===== src/rtl/fuzz_stim_sequencer_if.sv =====
// -----------------------------------------------------------------------------
// fuzz_stim_sequencer_if
//
// Purpose: bundles the run-control and DUT-side signals of the fuzz stimulus
// sequencer into one interface.
//
// Parameters:
//   IN_W   DUT input width
//   OUT_W  DUT output width
//   CNT_W  cycle-count width
//
// Signals:
//   start      run-control -> sequencer  one-cycle start pulse
//   abort      run-control -> sequencer  level, forces IDLE
//   seed       run-control -> sequencer  LCG seed (32)
//   cycles     run-control -> sequencer  number of RUN vectors (CNT_W)
//   busy       sequencer -> run-control  high outside IDLE
//   done       sequencer -> run-control  one-cycle completion pulse
//   cyc_count  sequencer -> run-control  RUN vectors issued so far (CNT_W)
//   signature  sequencer -> run-control  MISR result (32)
//   dut_rst_n  sequencer -> DUT          DUT reset, active low
//   dut_in     sequencer -> DUT          stimulus vector (IN_W)
//   dut_out    DUT -> sequencer          DUT response (OUT_W)
//
// Modports: master = run-control / harness side, slave = sequencer.
// -----------------------------------------------------------------------------
interface fuzz_stim_sequencer_if #(
  parameter int IN_W  = 136,
  parameter int OUT_W = 159,
  parameter int CNT_W = 32
);
  logic             start;
  logic             abort;
  logic [31:0]      seed;
  logic [CNT_W-1:0] cycles;
  logic             busy;
  logic             done;
  logic             dut_rst_n;
  logic [IN_W-1:0]  dut_in;
  logic [OUT_W-1:0] dut_out;
  logic [CNT_W-1:0] cyc_count;
  logic [31:0]      signature;

  modport master (
    output start, abort, seed, cycles, dut_out,
    input  busy, done, dut_rst_n, dut_in, cyc_count, signature
  );

  modport slave (
    input  start, abort, seed, cycles, dut_out,
    output busy, done, dut_rst_n, dut_in, cyc_count, signature
  );
endinterface


===== src/rtl/fuzz_stim_sequencer.sv =====
// -----------------------------------------------------------------------------
// fuzz_stim_sequencer
//
// Purpose: run controller for the fuzz harness. On start it holds the DUT in
// reset for RST_CYCLES cycles, waits one settle cycle, then drives a fresh
// LCG-derived stimulus vector every cycle for the programmed number of cycles,
// folding the DUT response into a 32-bit MISR signature.
//
// Ports:
//   clk    in  single clock, rising edge
//   rst_n  in  asynchronous active-low reset
//   bus    fuzz_stim_sequencer_if.slave (start/abort/seed/cycles in,
//          busy/done/cyc_count/signature out, dut_rst_n/dut_in out, dut_out in)
//
// Configuration macro: FUZZ_SEQ_MISR_EN
//   defined   -> signature MISR implemented
//   undefined -> signature tied to zero, dut_out unused; timing unchanged
// -----------------------------------------------------------------------------
module fuzz_stim_sequencer #(
  parameter int IN_W       = 136,
  parameter int OUT_W      = 159,
  parameter int RST_CYCLES = 2,
  parameter int CNT_W      = 32
) (
  input  logic                  clk,
  input  logic                  rst_n,
  fuzz_stim_sequencer_if.slave  bus
);

  localparam int          N_WORDS  = (IN_W + 31) / 32;
  localparam int          N_CHUNKS = (OUT_W + 31) / 32;
  localparam int          RC_W     = $clog2(RST_CYCLES + 1);
  localparam logic [31:0] LCG_A    = 32'h41C6_4E6D;
  localparam logic [31:0] LCG_C    = 32'h0000_3039;

  typedef enum logic [2:0] {IDLE, RST, SETTLE, RUN, DONE} state_t;

  state_t           state_reg;
  logic             busy_reg;
  logic             done_reg;
  logic             dut_rst_n_reg;
  logic [IN_W-1:0]  dut_in_reg;
  logic [CNT_W-1:0] cyc_count_reg;
  logic [CNT_W-1:0] cycles_reg;
  logic [31:0]      rng_reg;
  logic [RC_W-1:0]  rst_cnt_reg;

  // Vector generation: a chain of LCG steps evaluated in one cycle. The first
  // vector of a run starts from the seed, later ones from the running rng.
  logic [31:0]     chain [0:N_WORDS];
  logic [IN_W-1:0] vec_next;
  logic [31:0]     rng_next;

  assign chain[0] = (state_reg == IDLE) ? bus.seed : rng_reg;
  assign rng_next = chain[N_WORDS];

  generate
    for (genvar gi = 0; gi < N_WORDS; gi++) begin : g_lcg
      assign chain[gi+1] = chain[gi] * LCG_A + LCG_C;
      if (gi < N_WORDS - 1) begin : g_full
        assign vec_next[32*gi +: 32] = chain[gi+1];
      end else begin : g_last
        // Last word only supplies the remaining low bits.
        assign vec_next[IN_W-1:32*gi] = chain[gi+1][IN_W-32*gi-1:0];
      end
    end
  endgenerate

  logic [CNT_W-1:0] cnt_inc;
  assign cnt_inc = cyc_count_reg + CNT_W'(1);

  always_ff @(posedge clk or negedge rst_n) begin
    if (!rst_n) begin
      state_reg     <= IDLE;
      busy_reg      <= 1'b0;
      done_reg      <= 1'b0;
      dut_rst_n_reg <= 1'b0;
      dut_in_reg    <= '0;
      cyc_count_reg <= '0;
      cycles_reg    <= '0;
      rng_reg       <= '0;
      rst_cnt_reg   <= '0;
    end else if (bus.abort) begin
      // Abort wins over every transition; counters and vector freeze.
      state_reg     <= IDLE;
      busy_reg      <= 1'b0;
      done_reg      <= 1'b0;
      dut_rst_n_reg <= 1'b0;
    end else begin
      case (state_reg)
        IDLE: begin
          if (bus.start) begin
            cycles_reg    <= bus.cycles;
            dut_in_reg    <= vec_next;
            rng_reg       <= rng_next;
            cyc_count_reg <= '0;
            rst_cnt_reg   <= '0;
            busy_reg      <= 1'b1;
            state_reg     <= RST;
          end
        end
        RST: begin
          if (rst_cnt_reg == RC_W'(RST_CYCLES - 1)) begin
            dut_rst_n_reg <= 1'b1;
            state_reg     <= SETTLE;
          end else begin
            rst_cnt_reg <= rst_cnt_reg + RC_W'(1);
          end
        end
        SETTLE: begin
          if (cycles_reg != '0) begin
            state_reg <= RUN;
          end else begin
            done_reg  <= 1'b1;
            state_reg <= DONE;
          end
        end
        RUN: begin
          dut_in_reg    <= vec_next;
          rng_reg       <= rng_next;
          cyc_count_reg <= cnt_inc;
          // Exit is decided on the incremented value, so the counter never
          // has to reach 2^CNT_W even for the largest legal cycle count.
          if (cnt_inc == cycles_reg) begin
            done_reg  <= 1'b1;
            state_reg <= DONE;
          end
        end
        DONE: begin
          done_reg      <= 1'b0;
          busy_reg      <= 1'b0;
          dut_rst_n_reg <= 1'b0;
          state_reg     <= IDLE;
        end
        default: begin
          state_reg <= IDLE;
        end
      endcase
    end
  end

`ifdef FUZZ_SEQ_MISR_EN
  // Response folding: XOR of all 32-bit chunks of the zero-extended output.
  logic [32*N_CHUNKS-1:0] out_ext;
  logic [31:0]            fold_acc [0:N_CHUNKS];
  logic [31:0]            sig_reg;
  logic [31:0]            sig_next;

  assign out_ext     = (32*N_CHUNKS)'(bus.dut_out);
  assign fold_acc[0] = 32'h0;

  generate
    for (genvar gi = 0; gi < N_CHUNKS; gi++) begin : g_fold
      assign fold_acc[gi+1] = fold_acc[gi] ^ out_ext[32*gi +: 32];
    end
  endgenerate

  assign sig_next = {sig_reg[30:0], sig_reg[31] ^ sig_reg[21] ^ sig_reg[1] ^ sig_reg[0]}
                    ^ fold_acc[N_CHUNKS];

  always_ff @(posedge clk or negedge rst_n) begin
    if (!rst_n) begin
      sig_reg <= '0;
    end else if (!bus.abort) begin
      if (state_reg == IDLE && bus.start) begin
        sig_reg <= '0;
      end else if (state_reg == RUN) begin
        sig_reg <= sig_next;
      end
    end
  end

  assign bus.signature = sig_reg;
`else
  logic unused_dut_out;
  assign unused_dut_out = ^bus.dut_out;
  assign bus.signature  = 32'h0;
`endif

  assign bus.busy      = busy_reg;
  assign bus.done      = done_reg;
  assign bus.dut_rst_n = dut_rst_n_reg;
  assign bus.dut_in    = dut_in_reg;
  assign bus.cyc_count = cyc_count_reg;

endmodule


===== src/flat_wrapper.sv =====
// flat-port wrapper written by rule: the top's interface ports become plain ports
module fuzz_stim_sequencer_flat 
#(
  parameter int IN_W       = 136,
  parameter int OUT_W      = 159,
  parameter int RST_CYCLES = 2,
  parameter int CNT_W      = 32
)
  (clk, rst_n, bus_start, bus_abort, bus_seed, bus_cycles, bus_dut_out, bus_busy, bus_done, bus_dut_rst_n, bus_dut_in, bus_cyc_count, bus_signature);
  fuzz_stim_sequencer_if #(.IN_W(IN_W), .OUT_W(OUT_W), .CNT_W(CNT_W)) bus_i ();
  input  logic clk;
  input  logic rst_n;
  input wire logic [$bits(bus_i.start)-1:0] bus_start;
  input wire logic [$bits(bus_i.abort)-1:0] bus_abort;
  input wire logic [$bits(bus_i.seed)-1:0] bus_seed;
  input wire logic [$bits(bus_i.cycles)-1:0] bus_cycles;
  input wire logic [$bits(bus_i.dut_out)-1:0] bus_dut_out;
  output wire logic [$bits(bus_i.busy)-1:0] bus_busy;
  output wire logic [$bits(bus_i.done)-1:0] bus_done;
  output wire logic [$bits(bus_i.dut_rst_n)-1:0] bus_dut_rst_n;
  output wire logic [$bits(bus_i.dut_in)-1:0] bus_dut_in;
  output wire logic [$bits(bus_i.cyc_count)-1:0] bus_cyc_count;
  output wire logic [$bits(bus_i.signature)-1:0] bus_signature;
  assign bus_i.start = bus_start;
  assign bus_i.abort = bus_abort;
  assign bus_i.seed = bus_seed;
  assign bus_i.cycles = bus_cycles;
  assign bus_i.dut_out = bus_dut_out;
  assign bus_busy = bus_i.busy;
  assign bus_done = bus_i.done;
  assign bus_dut_rst_n = bus_i.dut_rst_n;
  assign bus_dut_in = bus_i.dut_in;
  assign bus_cyc_count = bus_i.cyc_count;
  assign bus_signature = bus_i.signature;
  fuzz_stim_sequencer #(.IN_W(IN_W), .OUT_W(OUT_W), .RST_CYCLES(RST_CYCLES), .CNT_W(CNT_W)) u_core (.clk(clk), .rst_n(rst_n), .bus(bus_i));
endmodule

===== config.mk =====
export PLATFORM = sky130hd
export DESIGN_NAME = fuzz_stim_sequencer_flat
export DESIGN_NICKNAME = d
export VERILOG_FILES = /design/src/rtl/fuzz_stim_sequencer_if.sv /design/src/rtl/fuzz_stim_sequencer.sv /design/src/flat_wrapper.sv
export SDC_FILE = /design/constraint.sdc
export NUM_CORES = 2
export LEC_CHECK = 0
export CAP_MARGIN = 20
export CORE_AREA = 2 2 305 307
export CTS_CLUSTER_DIAMETER = 150
export DETAILED_ROUTE_END_ITERATION = 12
export DIE_AREA = 0 0 307 309
export GPL_ROUTABILITY_DRIVEN = 0
export GPL_TIMING_DRIVEN = 0
export PLACE_DENSITY = 0.81
export SLEW_MARGIN = 20
export SYNTH_ARGS = -nofsm -noshare
export SYNTH_HDL_FRONTEND = slang
export SYNTH_SLANG_ARGS = --single-unit

===== constraint.sdc =====
create_clock -name clk -period 80.6 [get_ports clk]
set_input_delay 16.12 -clock clk [delete_from_list [all_inputs] [get_ports clk]]
set_output_delay 16.12 -clock clk [all_outputs]
set_load 0.01 [all_outputs]

==> results.yml <==
status:
  status: "completed"
sta:
  grt_setup_unrepaired: "no"
  fmax_ghz: 0.0211
  relSlewSlack: 0.206
  finalSetupViolCount: 0
  finalSetupTns_ns: 0
  fin_crit_ns: 47.47
  timing.final.hold_violations: 0
  tightestPinTransition_ns: 1.19
  min_period_over_period: 0.589
  skew_ns: 0.0213
  drv_slew: 0
clocking:
  clockBufferDepth: 3
  clock-sinks: 228
  clkTransAtPathRegs_ns: 0.07
  post-cts-setup-buffers: 0
  cts_tree: "yes"
  root_buffer: "clkbuf_16"
  hold_buffers: 0
  htree_num_levels: 1
  cts_buffers: 31
  cts_repair_resize_count: 0
  clock_latency_ns: 0.65
die:
  core_sq_um: 91400
  die_y_microns: 309
  start_util: 0.596
  io_pins: 430
  die_area_sq_um: 94900
  num_rows: 111
  die_w_microns: 307
logic_synthesis:
  synth_cell_types: 79
  async_reset_ff_frac: 1.00
  yosys_warnings: 0
  syn_inst: 5587
  synth_ff_type: "dfrtp_1"
  synth_seq_cells: 228
  netlist_area_sq_um: 54500
  ys_seq_area_frac: 0.105
  synth_edf_count: 0
  syn_avg_cell_area_sq_um: 9.75
grt:
  grt_pass1_vias: 42400
  grt_use_total: 0.317
  grt_pass1_wl_microns: 231000
  grt_max_degree: 90
  gr-total-overflow: 0
  antenna_found_initial: 2
hold_path:
  min_path_type: "register to register"
route:
  wire_per_inst_microns: 20.5
  drt-initial-drc-count: 2812
  wl_microns: 146000
  viasPerCell: 5.49
  drt_pass1_iterations: 7
  vias: 39000
  drc_errors: 0
  drtAntennaViolNets: 0
cells_and_area:
  finalNetCount: 8069
  fillers: 6836
  drive_gt1_frac: 0.0342
  largest_reg_flops: 125
  areaGrowthSynthToFinish_pct: 9.53
placed_design:
  dpl.hpwl_microns: 127000
  port_buffers: 238
worst_setup_path:
  required_ns: 81.10
  cp-end-kind: "register"
  cpPeakStageDelay_ns: 1.13
  critical_path.max_fanout: 18
  start_kind: "primary input"
  arrival_ns: 47.97
  cp_slowest_cell: "ha_2"
  crit_top_cell: "fa_1"
  crit_type: "primary input to register"
flow_run:
  cap_violations: 0
[metrics by stage]
step	util	worst slack, ns	hold WS [ns]	std cells	instance area (sq um)
2_1_floorplan	-	38.11	0.446	5618	54600
3_3_place_gp	0.640	32.91	0.460	7042	58500
3_5_place_dp	0.641	32.98	0.464	7045	58600
4_1_cts	0.653	33.47	0.478	7101	59700
5_1_grt	0.653	32.25	0.498	7101	59700
6_report	0.653	33.13	0.478	7102	59700
[cell usage after synthesis (6+ instances only)]
master    count  area, sq um
nand2_1     283         1060
o21ai_0     220         1100
o21bai_1     32          240
nand2b_1     20          125
a211oi_1      8         60.1
buf_4        44          330
clkbuf_1     53          199
mux2i_1      29          290
nor4_1       15         93.8
nand3_1      40          200
o31ai_1      17          128
a22o_1       10         87.6
or2_2        11         68.8
o211ai_1      6         45.0
xnor2_2       6         97.6
fa_1        934        18700
nand4_1      10         62.6
and3_1       21          131
xor2_1      102          893
and2_1       10         62.6
ha_1       1016        12700
a21o_1       61          458
mux2_2       51          574
xnor2_1     265         2320
dfrtp_1     228         5710
a211o_1       6         52.6
inv_1      1696         6370
buf_1         7         26.3
nor3_1       18         90.1
nor2b_1      19          119
a31oi_1      16          100
a21oi_1     148          741
o21a_1       23          173
nor2_1       97          364
[cells by family after synthesis]
family                   count (synthesis)  share of synthesized area
other                                    1                  0.0000688
adder cells (fa/ha/maj)               1950                      0.577
buffers and inverters                 1804                      0.128
multiplexers                            82                     0.0166
XOR/XNOR                               379                     0.0634
flip-flops                             228                      0.105
AND/OR/NAND/NOR                        558                     0.0460
AO/OA/AOI/OAI                          585                     0.0651
[per-layer routing]
layer / part of all wire / up-vias / global-route usage
met5: 0.000082 / - / 0
met4: 0.062 / 2 / 0.166
met3: 0.091 / 447 / 0.0654
met2: 0.46 / 1592 / 0.518
met1: 0.38 / 19300 / 0.400
li1: - / 17600 / -
[final cells by class]
class / instances / area, sq um / share of cell area
flip-flops and latches: 228 / 5710 / 0.0956
well taps: 1186 / 1480 / 0.0249
clock buffers: 38 / 842 / 0.0141
clock inverters: 18 / 214 / 0.00359
plain buffers: 107 / 587 / 0.00983
repair buffers: 241 / 2460 / 0.0413
diodes: 1 / 2.50 / 0.0000419
multi-input cells: 3586 / 42000 / 0.704
inverters: 1697 / 6370 / 0.107
[worst paths after layout]
path | startpoint | to | slack, ns | cells after the start
worst max register to register | u_core.state_reg[0]$_DFFE_PN0P_ | u_core.rng_reg[31]$_DFFE_PN0P_ | 48.10 | 103
worst min register to register | u_core.bus.dut_in[81]$_DFFE_PN0P_ | u_core.bus.dut_in[81]$_DFFE_PN0P_ | 0.48 | 2
worst min-delay path | u_core.bus.dut_in[81]$_DFFE_PN0P_ | u_core.bus.dut_in[81]$_DFFE_PN0P_ | 0.48 | 2
worst max-delay path | bus_seed[1] | u_core.rng_reg[31]$_DFFE_PN0P_ | 33.13 | 101
min in group asynchronous | rst_n | u_core.cycles_reg[4]$_DFFE_PN0P_ | 15.40 | 1
max in group asynchronous | rst_n | u_core.bus.dut_in[112]$_DFFE_PN0P_ | 64.33 | 2
[worst max-delay path: cells and delay by family]
kind,cells,cell delay [ns]
AO/OA/AOI/OAI,13,2.95
XOR/XNOR,15,5.12
adder cells (fa/ha/maj),42,18.94
buffers and inverters,22,2.79
multiplexers,1,0.85
AND/OR/NAND/NOR,8,1.13
[layout by cell type (no fill, tap or decap), drive strengths merged, types with 11 or more instances in the layout]
cell / n
nor3: 19
mux2i: 30
nor2b: 19
nor2: 97
and2: 11
inv: 1702
a31oi: 16
o21bai: 33
mux2: 52
fa: 934
clkdlybuf4s50: 237
or2: 11
o21a: 23
ha: 1016
a21o: 61
nand2b: 20
o21ai: 222
nor4: 15
buf: 58
clkbuf: 91
nand3: 40
xor2: 102
o31ai: 17
nand2: 283
dfrtp: 228
and3: 21
conb: 32
xnor2: 272
a21oi: 150
Power is left out: the tool's default activity adds up to more than one toggle a clock period on the data nets, which glitch-free logic cannot reach.
